`config.mk`:
```
export PLATFORM = sky130hd
export DESIGN_NAME = multi_mode_ping_pong_counter_flat
export DESIGN_NICKNAME = d
export VERILOG_FILES = /design/src/rtl/multi_mode_ping_pong_counter_if.sv /design/src/rtl/multi_mode_ping_pong_counter.sv /design/src/flat_wrapper.sv
export SDC_FILE = /design/constraint.sdc
export NUM_CORES = 1
export LEC_CHECK = 0
export BUFFER_PORTS_ARGS = -buffer_cell sky130_fd_sc_hd__buf_2
export CAP_MARGIN = 30
export CORE_ASPECT_RATIO = 0.8
export CORE_MARGIN = 4
export CORE_UTILIZATION = 47
export DETAILED_ROUTE_END_ITERATION = 6
export PLACE_DENSITY = 0.72
export REMOVE_ABC_BUFFERS = 1
export SLEW_MARGIN = 20
export SYNTH_ARGS = -nofsm -noshare
export SYNTH_HDL_FRONTEND = slang
export SYNTH_SLANG_ARGS = --single-unit
export TNS_END_PERCENT = 20
```
`constraint.sdc`:
```
create_clock -name clk -period 4.6 [get_ports clk]
set_input_delay 0 -clock clk [delete_from_list [all_inputs] [get_ports clk]]
set_output_delay 0 -clock clk [all_outputs]
set_load 0.02 [all_outputs]
```
`src/rtl/multi_mode_ping_pong_counter_if.sv`:
```
// Control and status bundle for the multi-mode ping-pong counter.
// The master drives the count controls and bounds; the slave (the counter) returns its state.
interface multi_mode_ping_pong_counter_if #(parameter int WIDTH = 4);
  logic             enable;
  logic             flip;
  logic [1:0]       mode;
  logic [WIDTH-1:0] step;
  logic             load;
  logic [WIDTH-1:0] load_value;
  logic [WIDTH-1:0] max;
  logic [WIDTH-1:0] min;
  logic             direction;
  logic [WIDTH-1:0] out;
  logic             bounce;
  logic             wrap;
  logic             range_err;

  modport master (
    output enable, flip, mode, step, load, load_value, max, min,
    input  direction, out, bounce, wrap, range_err
  );

  modport slave (
    input  enable, flip, mode, step, load, load_value, max, min,
    output direction, out, bounce, wrap, range_err
  );
endinterface

```
`src/rtl/multi_mode_ping_pong_counter.sv`:
```
// WIDTH-bit bounded up/down counter with ping-pong, wrap-up, wrap-down and hold modes,
// programmable step, synchronous load and one-cycle bounce/wrap event pulses.
module multi_mode_ping_pong_counter #(
  parameter int WIDTH = 4
) (
  input logic                           clk,
  input logic                           rst_n,
  multi_mode_ping_pong_counter_if.slave bus
);

  typedef enum logic [1:0] {
    MODE_PING      = 2'd0,
    MODE_WRAP_UP   = 2'd1,
    MODE_WRAP_DOWN = 2'd2,
    MODE_HOLD      = 2'd3
  } mode_t;

  logic [WIDTH-1:0] out_q, out_d;
  logic             dir_q, dir_d;
  logic             bounce_q, bounce_d;
  logic             wrap_q, wrap_d;

  logic [WIDTH-1:0] s_w;
  logic [WIDTH:0]   s, cur, lo, hi, up;
  logic [WIDTH-1:0] up_c, dn_w, dn_c;
  logic             down_ok, up_over, d;
  mode_t            mode;

  assign bus.range_err = (bus.min >= bus.max);
  assign bus.out       = out_q;
  assign bus.direction = dir_q;
  assign bus.bounce    = bounce_q;
  assign bus.wrap      = wrap_q;

  always_ff @(posedge clk or negedge rst_n) begin
    if (!rst_n) begin
      out_q    <= '0;
      dir_q    <= 1'b1;
      bounce_q <= 1'b0;
      wrap_q   <= 1'b0;
    end else begin
      out_q    <= out_d;
      dir_q    <= dir_d;
      bounce_q <= bounce_d;
      wrap_q   <= wrap_d;
    end
  end

  // Arithmetic is widened by one bit so bound comparisons never alias through modular wrap.
  always_comb begin
    s_w     = (bus.step == '0) ? WIDTH'(1) : bus.step;
    s       = {1'b0, s_w};
    cur     = {1'b0, out_q};
    lo      = {1'b0, bus.min};
    hi      = {1'b0, bus.max};
    up      = cur + s;
    up_over = (up > hi);
    up_c    = up_over ? bus.max : up[WIDTH-1:0];
    down_ok = (cur >= lo + s);
    dn_w    = out_q - s_w;
    dn_c    = down_ok ? dn_w : bus.min;
    mode    = mode_t'(bus.mode);
    d       = bus.flip ? ~dir_q : dir_q;
  end

  always_comb begin
    out_d    = out_q;
    dir_d    = dir_q;
    bounce_d = 1'b0;
    wrap_d   = 1'b0;
    if (bus.load) begin
      out_d = bus.load_value;
    end else if (bus.range_err || !bus.enable || mode == MODE_HOLD) begin
      out_d = out_q;
    end else if (out_q < bus.min || out_q > bus.max) begin
      // Bounds moved past the count: snap back to the bound the mode starts from.
      if (mode == MODE_WRAP_DOWN) begin
        out_d = bus.max;
        dir_d = 1'b0;
      end else begin
        out_d = bus.min;
        dir_d = 1'b1;
      end
    end else begin
      case (mode)
        MODE_PING: begin
          if (d) begin
            if (out_q == bus.max) begin
              dir_d    = 1'b0;
              out_d    = dn_c;
              bounce_d = 1'b1;
            end else begin
              dir_d = 1'b1;
              out_d = up_c;
            end
          end else begin
            if (out_q == bus.min) begin
              dir_d    = 1'b1;
              out_d    = up_c;
              bounce_d = 1'b1;
            end else begin
              dir_d = 1'b0;
              out_d = dn_c;
            end
          end
        end
        MODE_WRAP_UP: begin
          dir_d = 1'b1;
          if (up_over) begin
            out_d  = bus.min;
            wrap_d = 1'b1;
          end else begin
            out_d = up[WIDTH-1:0];
          end
        end
        MODE_WRAP_DOWN: begin
          dir_d = 1'b0;
          if (!down_ok) begin
            out_d  = bus.max;
            wrap_d = 1'b1;
          end else begin
            out_d = dn_w;
          end
        end
        default: begin
          out_d = out_q;
        end
      endcase
    end
  end

endmodule

```
`src/flat_wrapper.sv`:
```
// flat-port wrapper written by rule: the top's interface ports become plain ports
module multi_mode_ping_pong_counter_flat 
#(
  parameter int WIDTH = 4
)
  (clk, rst_n, bus_enable, bus_flip, bus_mode, bus_step, bus_load, bus_load_value, bus_max, bus_min, bus_direction, bus_out, bus_bounce, bus_wrap, bus_range_err);
  multi_mode_ping_pong_counter_if #(.WIDTH(WIDTH)) bus_i ();
  input logic clk;
  input logic rst_n;
  input wire logic [$bits(bus_i.enable)-1:0] bus_enable;
  input wire logic [$bits(bus_i.flip)-1:0] bus_flip;
  input wire logic [$bits(bus_i.mode)-1:0] bus_mode;
  input wire logic [$bits(bus_i.step)-1:0] bus_step;
  input wire logic [$bits(bus_i.load)-1:0] bus_load;
  input wire logic [$bits(bus_i.load_value)-1:0] bus_load_value;
  input wire logic [$bits(bus_i.max)-1:0] bus_max;
  input wire logic [$bits(bus_i.min)-1:0] bus_min;
  output wire logic [$bits(bus_i.direction)-1:0] bus_direction;
  output wire logic [$bits(bus_i.out)-1:0] bus_out;
  output wire logic [$bits(bus_i.bounce)-1:0] bus_bounce;
  output wire logic [$bits(bus_i.wrap)-1:0] bus_wrap;
  output wire logic [$bits(bus_i.range_err)-1:0] bus_range_err;
  assign bus_i.enable = bus_enable;
  assign bus_i.flip = bus_flip;
  assign bus_i.mode = bus_mode;
  assign bus_i.step = bus_step;
  assign bus_i.load = bus_load;
  assign bus_i.load_value = bus_load_value;
  assign bus_i.max = bus_max;
  assign bus_i.min = bus_min;
  assign bus_direction = bus_i.direction;
  assign bus_out = bus_i.out;
  assign bus_bounce = bus_i.bounce;
  assign bus_wrap = bus_i.wrap;
  assign bus_range_err = bus_i.range_err;
  multi_mode_ping_pong_counter #(.WIDTH(WIDTH)) u_core (.clk(clk), .rst_n(rst_n), .bus(bus_i));
endmodule
```
### Yosys cells after proc, flatten, opt, wreduce, memory -nomap -nowiden

Index checks and enable logic that the tools add are counted.
Widths: inputs -> output; s select.

* flip-flop bits (word level): 7
* bits of input ports: 23
* output and inout bits: 8
* word-level logic and storage cells: 63

* add/sub/neg operators: 3
* $lt $le $gt $ge: 5
* equal/unequal tests: 6
* multiplexer cells: 32
* bitwise logic cells: 3
* reductions and logical operators: 10

Operator list (number)
* $mux 4: 12
* $mux 1: 17
* $pmux 4 s3: 1
* $add 4x4->5: 2
* $eq 4x4->1: 2
* $ge 4x5->1: 1
* $gt 5x4->1: 1
* $reduce_bool 5->1: 1
* $eq 2x2->1 const B: 2
* $ge 4x4->1: 1
* $gt 4x4->1: 1
* $logic_not 4->1: 1
* $lt 4x4->1: 1
* $reduce_bool 4->1: 1
* $sub 4x4->4: 1
* $logic_or 1x1->1: 3
* $not 1->1: 3
* $pmux 1 s3: 1
* $reduce_and 3->1: 1
* $eq 2x1->1 const B: 1
* $logic_not 2->1: 1
* $ne 2x2->1 const B: 1
* $pmux 1 s2: 1
* $reduce_and 2->1: 1
* $logic_not 1->1: 1

### Logic depth before layout (Yosys ltp)

Gate-level depths: netlist of run 1.

* word-level depth: 11
* gate-level depth with buffers: 16

### Worst setup path before layout of run 1

Ideal clock, no wire load.

* path kind: register to register
* from: register u_core.out_q[1], in the netlist u_core.bus.out[1]
* to: register u_core.out_q[3], in the netlist u_core.bus.out[3]
* library setup time: 0.135 ns
* arrival time: 2.994 ns
* path slack: 1.472 ns
* cell stages (with the launch flop): 14
* buffers on the path: 1
* clock period less this slack: 3.128 ns
* cell sequence: dfrtp_1 > ha_1 > inv_1 > ha_1 > a21oi_2 > xor2_1 > ha_1 > and2_1 > a32oi_1 > or2_1 > buf_2 > mux2_2 > a221oi_2 > o221ai_2

* longest elaborated chain between the ends: 9
* elaborated cells between the ends (all ways): 22
* those cells by class: 2 x add/sub; 4 x order compare; 2 x eq/ne; 11 x mux; 3 x reduce/logical

RTL lines
* start: declaration: line multi_mode_ping_pong_counter.sv:18 `logic [WIDTH-1:0] out_q, out_d;`
* start signal: assignment: line multi_mode_ping_pong_counter.sv:42 `out_q <= out_d;`
* $add 4x4->5: line multi_mode_ping_pong_counter.sv:56 `up = cur + s;`
* $gt 5x4->1: line multi_mode_ping_pong_counter.sv:57 `up_over = (up > hi);`
* $mux 4: line multi_mode_ping_pong_counter.sv:58 `up_c = up_over ? bus.max : up[WIDTH-1:0];`
* $mux 4 (on tied branches): line multi_mode_ping_pong_counter.sv:97, multi_mode_ping_pong_counter.sv:88
* $mux 4: line multi_mode_ping_pong_counter.sv:87 `if (d) begin`
* $pmux 4 s3: line multi_mode_ping_pong_counter.sv:85 `case (mode)`
* $mux 4: line multi_mode_ping_pong_counter.sv:75 `end else if (out_q < bus.min || out_q > bus.max) begin`
* $mux 4: line multi_mode_ping_pong_counter.sv:73 `end else if (bus.range_err || !bus.enable || mode == MODE_HOLD) begin`
* $mux 4: line multi_mode_ping_pong_counter.sv:71 `if (bus.load) begin`

Parallel ways exist; a longest one is shown, timed or not. The select of a mux whose other input is x is not followed.
A chain may end at the register's enable or synchronous reset.

### Final worst setup path of run 1

* from: register u_core.out_q[1], in the netlist u_core.bus.out[1]
* to: register u_core.out_q[0], in the netlist u_core.bus.out[0]

Same word-level chain as after synthesis.

==> results of run 1 <==
-- what timing repair did --
action,in CTS,in global routing
gates resized for setup,0,0
hold buffers,3,0
hold endpoints to repair,9,0
-- cell families after synthesis --
family	share of synthesized area, %
simple gates	13.05
xor+xnor	4.403
mux	5.975
compound gates	29.09
fa+ha+maj	28.77
buf+inv	7.625
flops	11.08
-- placed cells by master (no fill, tap or decap), types with 2 or more instances in the layout --
cell type / Yosys / routed
xnor2_1: 3 / 3
a21oi_2: 2 / 2
xor2_1: 5 / 5
inv_1: 22 / 22
buf_2: 4 / 30
or2_1: 2 / 2
clkbuf_8: 0 / 3
a32oi_1: 2 / 2
nor3_1: 4 / 4
a21o_1: 6 / 6
nand2_1: 10 / 10
and2_1: 3 / 3
o21ai_0: 14 / 14
ha_1: 35 / 35
o221ai_1: 3 / 3
o21ai_1: 2 / 2
nor2b_1: 3 / 3
dlygate4sd3_1: 0 / 3
dfrtp_1: 6 / 6
nor2_1: 6 / 6
mux2_2: 4 / 4
mux2i_1: 5 / 5
nand3_1: 2 / 2
o21bai_1: 2 / 2
a21oi_1: 17 / 17
-- final cells by class --
class | instances | share of cell area, %
inverter | 22 | 4.517
multi-input combinational | 157 | 70.77
sequential | 7 | 9.651
timing repair buffer | 33 | 9.856
tap | 40 | 2.738
clock buffer | 4 | 2.464
-- worst paths after layout --
path | from | to | slack [ns] | cells past startpoint
min in group asynchronous | rst_n | u_core.bus.wrap$_DFF_PN0_ | 0.15 | 2
max reg2reg | u_core.bus.out[1]$_DFFE_PN0P_ | u_core.bus.out[0]$_DFFE_PN0P_ | 1.27 | 13
max | u_core.bus.out[1]$_DFFE_PN0P_ | u_core.bus.out[0]$_DFFE_PN0P_ | 1.27 | 13
max in group asynchronous | rst_n | u_core.bus.direction$_DFFE_PN1P_ | 4.20 | 2
min | bus_load | u_core.bus.out[3]$_DFFE_PN0P_ | 0.09 | 2
min reg2reg | u_core.bus.direction$_DFFE_PN1P_ | u_core.bus.direction$_DFFE_PN1P_ | 0.52 | 1
-- critical path, cell delays in order (launching register included) --
cell and delay [ns]:
dfrtp_1 0.50, ha_1 0.36, inv_1 0.06, ha_1 0.18, a21oi_2 0.14, xor2_1 0.22, ha_1 0.26, and2_1 0.15
o21ai_0 0.09, a32oi_1 0.11, or2_1 0.34, a32o_1 0.34, a221oi_1 0.31, o221ai_1 0.15
-- where the power goes --
group	internal, mW	total, mW	switching, mW
registers	0.0734	0.0915	0.0181
logic	0.157	0.370	0.213
clock network	0.0603	0.0915	0.0311
-- through the flow --
stage / setup WS [ns] / area [um^2] / power (mW)
after floorplan: 1.486 / 1553 / 0.3583
after global placement: 1.436 / 1753 / 0.4517
after detailed placement: 1.308 / 1753 / 0.4542
after CTS: 1.296 / 1828 / 0.5519
after global routing: 1.039 / 1828 / 0.6077
final: 1.275 / 1828 / 0.5532
-- per-layer routing --
| metal | global-route usage [%] | share of wire, % |
|---|---|---|
| met5 | 0 | 0 |
| met3 | 3.025 | 7.3 |
| met4 | 6.316 | 2.3 |
| met2 | 31.08 | 41 |
| met1 | 30.16 | 49 |
-- sequential cells by signal, indices dropped and copies added (netlist names) --
name,count
u_core.bus.bounce,1
u_core.bus.direction,1
u_core.bus.out,4
u_core.bus.wrap,1
==> key figures, run 1 <==
Routing
  • Iter 0 DRT Violations: 87
  • Post-route ant nets: 0
  • Drt via density: 5.817
  • DR WL/cell: 15.79 um
  • Routed WL: 4.154 mm
  • DRC errors left: 0
  • TritonRoute pass-1 iters: 4
  • Via count: 1530

Placed design
  • Global placement routability congestion: 0.9450
  • Hpwl dp: 3.386 mm
  • Placed cells: 256
  • Port Buffers: 30

GRT
  • Total track usage: 20.64%
  • Vias in the first global route: 1405
  • First-pass GRT wire length: 6.831 mm
  • Grt total ovfl: 0
  • Initial antenna violation count: 0
  • Largest net degree at the start of global routing: 13

Floorplan
  • Die width: 73.06 um
  • Ports: 31
  • Starting Density: 50.12%
  • Core Region: 3176 um^2
  • DIE AREA: 4387 um^2
  • Die height: 60.05 um
  • Row Count: 18

Finish
  • Number of fill cells: 305
  • Nets@finish: 283
  • ANT cells: 0
  • Register Area: 176.4 um^2
  • Share of cells above drive strength 1: 21.52%
  • Non-Filler Instances: 263
  • Layout Area Growth over Synthesis: 14.86%
  • Area occupied by multi-input gates: 1294 um^2
  • Fin util: 57.57%

STA
  • Fmax: 300.7 MHz
  • Final hold slack: 0.09345 ns
  • Final hold violation count: 0
  • Period Utilization, post-route: 72.29%
  • Tightest Pin Transition: 0.4371 ns
  • Setup Skew: 0.001374 ns
  • Final-report setup violation count: 0
  • Setup TNS: 0 ns
  • Rel. slew slack: 70.86%
  • Minimum clock period: 3.325 ns
  • Final Slew Violations: 0
  • RSZ-0062 raised after global routing: false

Logic synthesis
  • Yosys warns: 0
  • List of most frequent post-synthesis cells: ha_1 (35), inv_1 (22), a21oi_1 (17)
  • Post-synthesis sequential area ratio: 11.08%
  • Number of synthesized flops with an enable pin: 0
  • Synth async-reset ratio: 100.0%
  • Count leader, synth: ha_1
  • Largest cells by area after synthesis: ha_1 (28%), dfrtp_1 (9.4%), a21oi_1 (5.3%), inv_1 (5.2%), o21ai_0 (4.4%)
  • Ys flop type: dfrtp_1
  • #FFs+latches synth: 7
  • Syn Area/Cell: 8.162 um^2
  • Distinct cells, synth: 53
  • Area share of the largest cell type after synthesis: 27.52%
  • Synth Cell Area: 1592 um^2
  • Synth Instances: 195
  • Area leader, netlist: ha_1

Status
  • Status: finished clean

Critical path
  • Crit end category: register
  • Arrival time at the worst endpoint: 3.43 ns
  • Crit path required time: 4.70 ns
  • Worst setup SP type: register
  • Worst-path fanout max: 9
  • Critical path type: reg2reg

Hold path
  • Worst hold path type: in2reg

CTS
  • Post-CTS Setup Bufs: 0
  • Htree depth: 1
  • CTS tree: built
  • Clock Path Buffers: 2
  • Root Buffer Master: clkbuf_8
  • Sink Count: 7
  • Num CTS Buffers: 3
  • Clock latency on the worst-skew pair: 0.24 ns
  • Reg clk slew, reported paths: 0.04 ns

Job
  • Max cap viols: 0

Power
  • Power Density: 302.6 nW/um^2
  • VDD IR max: 0.1607 mV
  • Pleak: 0.9160 nW
Power figures use the tool's default switching activity.
==> inputs of run 2 (changes only) <==
- clock period: 4.6 -> 3.3 ns (I/O delays scaled with it)
==> run 2 against run 1 <==
  * Clock skew rose by 0.00092 ns
  * Routed wire length rose by 2.2%
  * Die area did not move
  * Sequential share of layout area fell by 0.13 points
  * Critical path depth did not move
  * Flip-flop and latch count did not move
  * Worst hold slack improved by 0.0010 ns
  * Highest routed layer unchanged
==> key figures, run 2 (same netlist as run 1, synthesis figures left out) <==
Critical path
  • Crit path required time: 3.40 ns
  • Worst-path fanout max: 8
  • Arrival time at the worst endpoint: 3.18 ns
  • Slowest-stage cell, CP: dfrtp_1
  • Slowest cell delay on critical path: 0.37 ns
  • Worst setup SP type: register
  • Crit path top cell by count: ha_1
  • Crit end category: register
  • Critical path type: reg2reg
  • Worst-path cell chain: ha_1 -> inv_1 -> ha_1 -> a21oi_2 -> xor2_1 -> ha_1 -> and2_1 -> o21ai_0 -> a32oi_1 -> or2_4 -> a32o_1 -> a221oi_1 -> o221ai_1

GRT
  • Initial antenna violation count: 0
  • First-pass GRT wire length: 6.934 mm
  • Vias in the first global route: 1478
  • Largest net degree at the start of global routing: 13
  • Grt total ovfl: 0
  • Total track usage: 20.74%

Power
  • Pleak: 0.9318 nW
  • Power Density: 425.6 nW/um^2
  • Overall Power: 0.7886 mW
  • VDD IR max: 0.3192 mV

Floorplan
  • Die width: 73.06 um
  • DIE AREA: 4387 um^2
  • Ports: 31
  • Starting Density: 50.12%
  • Row Count: 18
  • Die height: 60.05 um
  • Core Region: 3176 um^2

STA
  • Setup TNS: 0 ns
  • Final hold violation count: 0
  • Fmax: 324.7 MHz
  • Rel. slew slack: 67.60%
  • Minimum clock period: 3.080 ns
  • Final-report setup violation count: 0
  • RSZ-0062 raised after global routing: false
  • Tightest Pin Transition: 0.4738 ns
  • Period Utilization, post-route: 93.32%
  • Final hold slack: 0.09450 ns
  • Setup Skew: 0.002298 ns
  • Final Slew Violations: 0

Hold path
  • Worst hold path type: in2reg

Routing
  • Via count: 1558
  • DR WL/cell: 15.95 um
  • Post-route ant nets: 0
  • Drt via density: 5.857
  • Routed WL: 4.244 mm
  • Iter 0 DRT Violations: 115
  • TritonRoute pass-1 iters: 4
  • DRC errors left: 0

CTS
  • CTS tree: built
  • Num CTS Buffers: 3
  • Reg clk slew, reported paths: 0.04 ns
  • Clock latency on the worst-skew pair: 0.23 ns
  • Post-CTS Setup Bufs: 0
  • Clock Path Buffers: 2
  • Root Buffer Master: clkbuf_8
  • Htree depth: 1
  • Sink Count: 7

Finish
  • Layout Area Growth over Synthesis: 16.43%
  • Nets@finish: 286
  • Share of cells above drive strength 1: 23.01%
  • Fin util: 58.35%
  • Most frequent cells in the layout: ha_1 (35), buf_2 (30), inv_1 (22)
  • ANT cells: 0
  • Non-Filler Instances: 266
  • Max FFs per register: 4
  • Most common cell after layout, fill and taps aside: ha_1

Placed design
  • Global placement routability congestion: 0.9459
  • Hpwl dp: 3.501 mm
  • Placed cells: 259
  • Port Buffers: 30

Status
  • Status: finished clean

Job
  • Max cap viols: 0
-- run 2: cell types whose count changed in the layout (fill, tap and decap cells not counted), sizes merged --
cell | previous run | this run
buf | 30 | 33
-- run 2: worst max-delay path: cells and delay by family, from the launching register on --
family | cells | cell delay (ns)
XOR/XNOR | 1 | 0.21
buffers and inverters | 1 | 0.06
AND/OR/NAND/NOR | 2 | 0.45
adder cells (fa/ha/maj) | 3 | 0.75
flip-flops | 1 | 0.37
AO/OA/AOI/OAI | 6 | 1.10
-- run 2: final timing paths --
| path | from | to | slack, ns | cells past startpoint |
|---|---|---|---|---|
| worst max-delay path | u_core.bus.out[1]$_DFFE_PN0P_ | u_core.bus.out[0]$_DFFE_PN0P_ | 0.22 | 13 |
| worst min-delay path | bus_load | u_core.bus.out[3]$_DFFE_PN0P_ | 0.09 | 2 |
| worst max register to register | u_core.bus.out[1]$_DFFE_PN0P_ | u_core.bus.out[0]$_DFFE_PN0P_ | 0.22 | 13 |
| worst min register to register | u_core.bus.direction$_DFFE_PN1P_ | u_core.bus.direction$_DFFE_PN1P_ | 0.53 | 1 |
| max in group asynchronous | rst_n | u_core.bus.direction$_DFFE_PN1P_ | 2.92 | 2 |
| min in group asynchronous | rst_n | u_core.bus.bounce$_DFF_PN0_ | 0.15 | 2 |
-- run 2: report_power, final --
| part | total, mW | internal (mW) | switching [mW] |
|---|---|---|---|
| Sequential | 0.114 | 0.102 | 0.0114 |
| Clock | 0.126 | 0.0840 | 0.0420 |
| Combinational | 0.549 | 0.234 | 0.315 |
-- run 2: cell type report --
| class | instances | area, um^2 |
|---|---|---|
| sequential | 7 | 176.4 |
| clock buffer | 4 | 45.04 |
| tap | 40 | 50.05 |
| fill | 307 | 1323 |
| multi-input combinational | 157 | 1296 |
| timing repair buffer | 36 | 202.7 |
| inverter | 22 | 82.58 |
-- run 2: what timing repair did --
action,4_1_cts,5_1_grt
gates resized for setup,0,1
endpoints found under the setup margin,0,2
hold buffers,3,0
endpoints found under the hold margin,9,0
-- run 2: metrics by stage --
stage / setup WS (ns) / area, um^2
floorplan: 0.1859 / 1553
global placement: 0.2519 / 1775
finish: 0.2205 / 1853
global route: 0.05047 / 1853
detailed placement: 0.1134 / 1775
CTS: 0.1505 / 1851
-- run 2: routing by layer --
layer	vias up	global-route usage [%]	share of wire, %
met5	-	0	0
li1	770	-	-
met3	4	5.042	11
met4	0	2.368	1.1
met1	707	28.92	45
met2	77	33.38	43
==> inputs of run 3 (changes only) <==
- PLACE_DENSITY: 0.72 -> 0.74
- clock period: 3.3 -> 2.55 ns (I/O delays scaled with it)
==> run 3 against run 2 <==
  * The flow now finishes with violations (negative setup slack)
  * Via count up 9.4%
  * Sequential power up 31%
  * Critical path depth unchanged
  * Critical endpoint unchanged
  * Largest cell class unchanged
==> key figures, run 3 (same netlist as run 1, synthesis figures left out) <==
Status
  • Status: finished, violations left
  • Failing checks: negative setup slack

Finish
  • Nets@finish: 314
  • ANT cells: 0
  • Most frequent cells in the layout: ha_1 (33), buf_2 (30), buf_4 (30)
  • Layout Area Growth over Synthesis: 34.59%
  • Max FFs per register: 4
  • Share of cells above drive strength 1: 36.61%
  • Non-Filler Instances: 294
  • Most common cell after layout, fill and taps aside: ha_1
  • Fin util: 67.45%

STA
  • Period Utilization, post-route: 112.9%
  • Final hold violation count: 0
  • Setup Skew: 0.007540 ns
  • Final Slew Violations: 0
  • RSZ-0062 raised after global routing: true
  • Fmax: 347.3 MHz
  • Final-report setup violation count: 5
  • Post-route setup slack: -0.3297 ns
  • Tightest Pin Transition: 0.4127 ns
  • Minimum clock period: 2.880 ns
  • Rel. slew slack: 71.78%

CTS
  • Clock Path Buffers: 2
  • Clock latency on the worst-skew pair: 0.24 ns
  • CTS tree: built
  • Sink Count: 7
  • Root Buffer Master: clkbuf_8
  • Reg clk slew, reported paths: 0.05 ns
  • Htree depth: 1
  • Num CTS Buffers: 3

Floorplan
  • DIE AREA: 4387 um^2
  • Die width: 73.06 um
  • Row Count: 18
  • Ports: 31
  • Starting Density: 50.12%
  • Core Region: 3176 um^2
  • Die height: 60.05 um

GRT
  • Grt total ovfl: 0
  • Vias in the first global route: 1544
  • First-pass GRT wire length: 7.514 mm
  • Total track usage: 22.74%
  • Largest net degree at the start of global routing: 13
  • Initial antenna violation count: 0

Placed design
  • Placed cells: 282
  • Global placement routability congestion: 1.032
  • Hpwl dp: 3.824 mm
  • Port Buffers: 30
  • Worst slack at placement: -0.4352 ns

Power
  • Power Density: 606.4 nW/um^2
  • Overall Power: 1.299 mW
  • Pleak: 1.088 nW
  • VDD IR max: 0.4099 mV

Critical path
  • Reg2reg start: u_core.bus.out[1]$_DFFE_PN0P_
  • Worst-path fanout max: 3
  • Worst setup path startpoint: u_core.bus.out[1]$_DFFE_PN0P_
  • Crit path required time: 2.66 ns
  • Arrival time at the worst endpoint: 2.99 ns
  • Crit end category: register
  • Critical path type: reg2reg
  • Worst setup SP type: register

Routing
  • TritonRoute pass-1 iters: 5
  • DRC errors left: 0
  • Via count: 1705
  • Iter 0 DRT Violations: 92
  • Post-route ant nets: 0
  • DR WL/cell: 16.88 um
  • Drt via density: 5.799
  • Routed WL: 4.962 mm

Hold path
  • Hold Startpoint: bus_load
  • Worst hold path type: in2reg

Job
  • Max cap viols: 0
[run 3: cell count changes in the layout (fill, tap and decap cells not counted), sizes merged]
cell  delta
buf     +28
[run 3: worst paths after layout]
kind / slack (ns) / to / cells past startpoint
setup / recovery: -0.33 / u_core.bus.out[0]$_DFFE_PN0P_ / 13
hold / removal: 0.08 / u_core.bus.out[3]$_DFFE_PN0P_ / 2
setup reg to reg: -0.33 / u_core.bus.out[0]$_DFFE_PN0P_ / 13
hold reg to reg: 0.52 / u_core.bus.direction$_DFFE_PN1P_ / 1
max in group asynchronous: 2.18 / u_core.bus.direction$_DFFE_PN1P_ / 2
min in group asynchronous: 0.13 / u_core.bus.out[0]$_DFFE_PN0P_ / 2
[run 3: power breakdown]
part | switching, mW | leakage (nW) | internal, mW | total [mW]
logic | 0.504 | 0.979 | 0.477 | 0.981
clock network | 0.0595 | 0.0228 | 0.109 | 0.169
registers | 0.0169 | 0.0861 | 0.133 | 0.149
[run 3: layer usage]
| layer | up-vias | track usage [%] | share of wire (%) |
|---|---|---|---|
| met1 | 786 | 33.00 | 43 |
| met3 | 19 | 2.689 | 7.6 |
| li1 | 830 | - | - |
| met2 | 70 | 34.90 | 46 |
| met4 | 0 | 7.105 | 2.7 |
| met5 | - | 0 | 0 |
[run 3: repair_timing]
item                       CTS  global route
hold buffers                 3             0
pin swaps                   12            14
buffers inserted             3             2
setup endpoints to repair    5             5
gates resized for setup     11             9
hold endpoints to repair     9             0
[run 3: through the flow]
step	hold slack (ns)	instance area [um^2]	TNS (ns)
finish	0.08322	2142	-1.189
global route	0.1056	2142	-1.782
CTS	0.08416	2086	-1.342
detailed placement	-0.1526	1948	-1.620
global placement	-0.1499	1948	-1.067
floorplan	-0.2956	1553	-1.850
[run 3: layout make-up]
| class | instances | area, um^2 |
|---|---|---|
| clock buffers | 4 | 45.04 |
| fillers | 274 | 1033 |
| inverters | 22 | 82.58 |
| multi-input cells | 157 | 1371 |
| flip-flops and latches | 7 | 176.4 |
| well taps | 40 | 50.05 |
| repair buffers | 64 | 416.7 |
[run 3: critical path, cell delays in order, from the launching register on]
cell,delay [ns]
dfrtp_1,0.41
ha_4,0.28
inv_2,0.04
ha_2,0.17
a21oi_4,0.15
xor2_2,0.18
ha_1,0.25
and2_4,0.17
o21ai_2,0.07
a32oi_2,0.09
or2_4,0.27
a32o_2,0.29
a221oi_2,0.26
o221ai_1,0.13
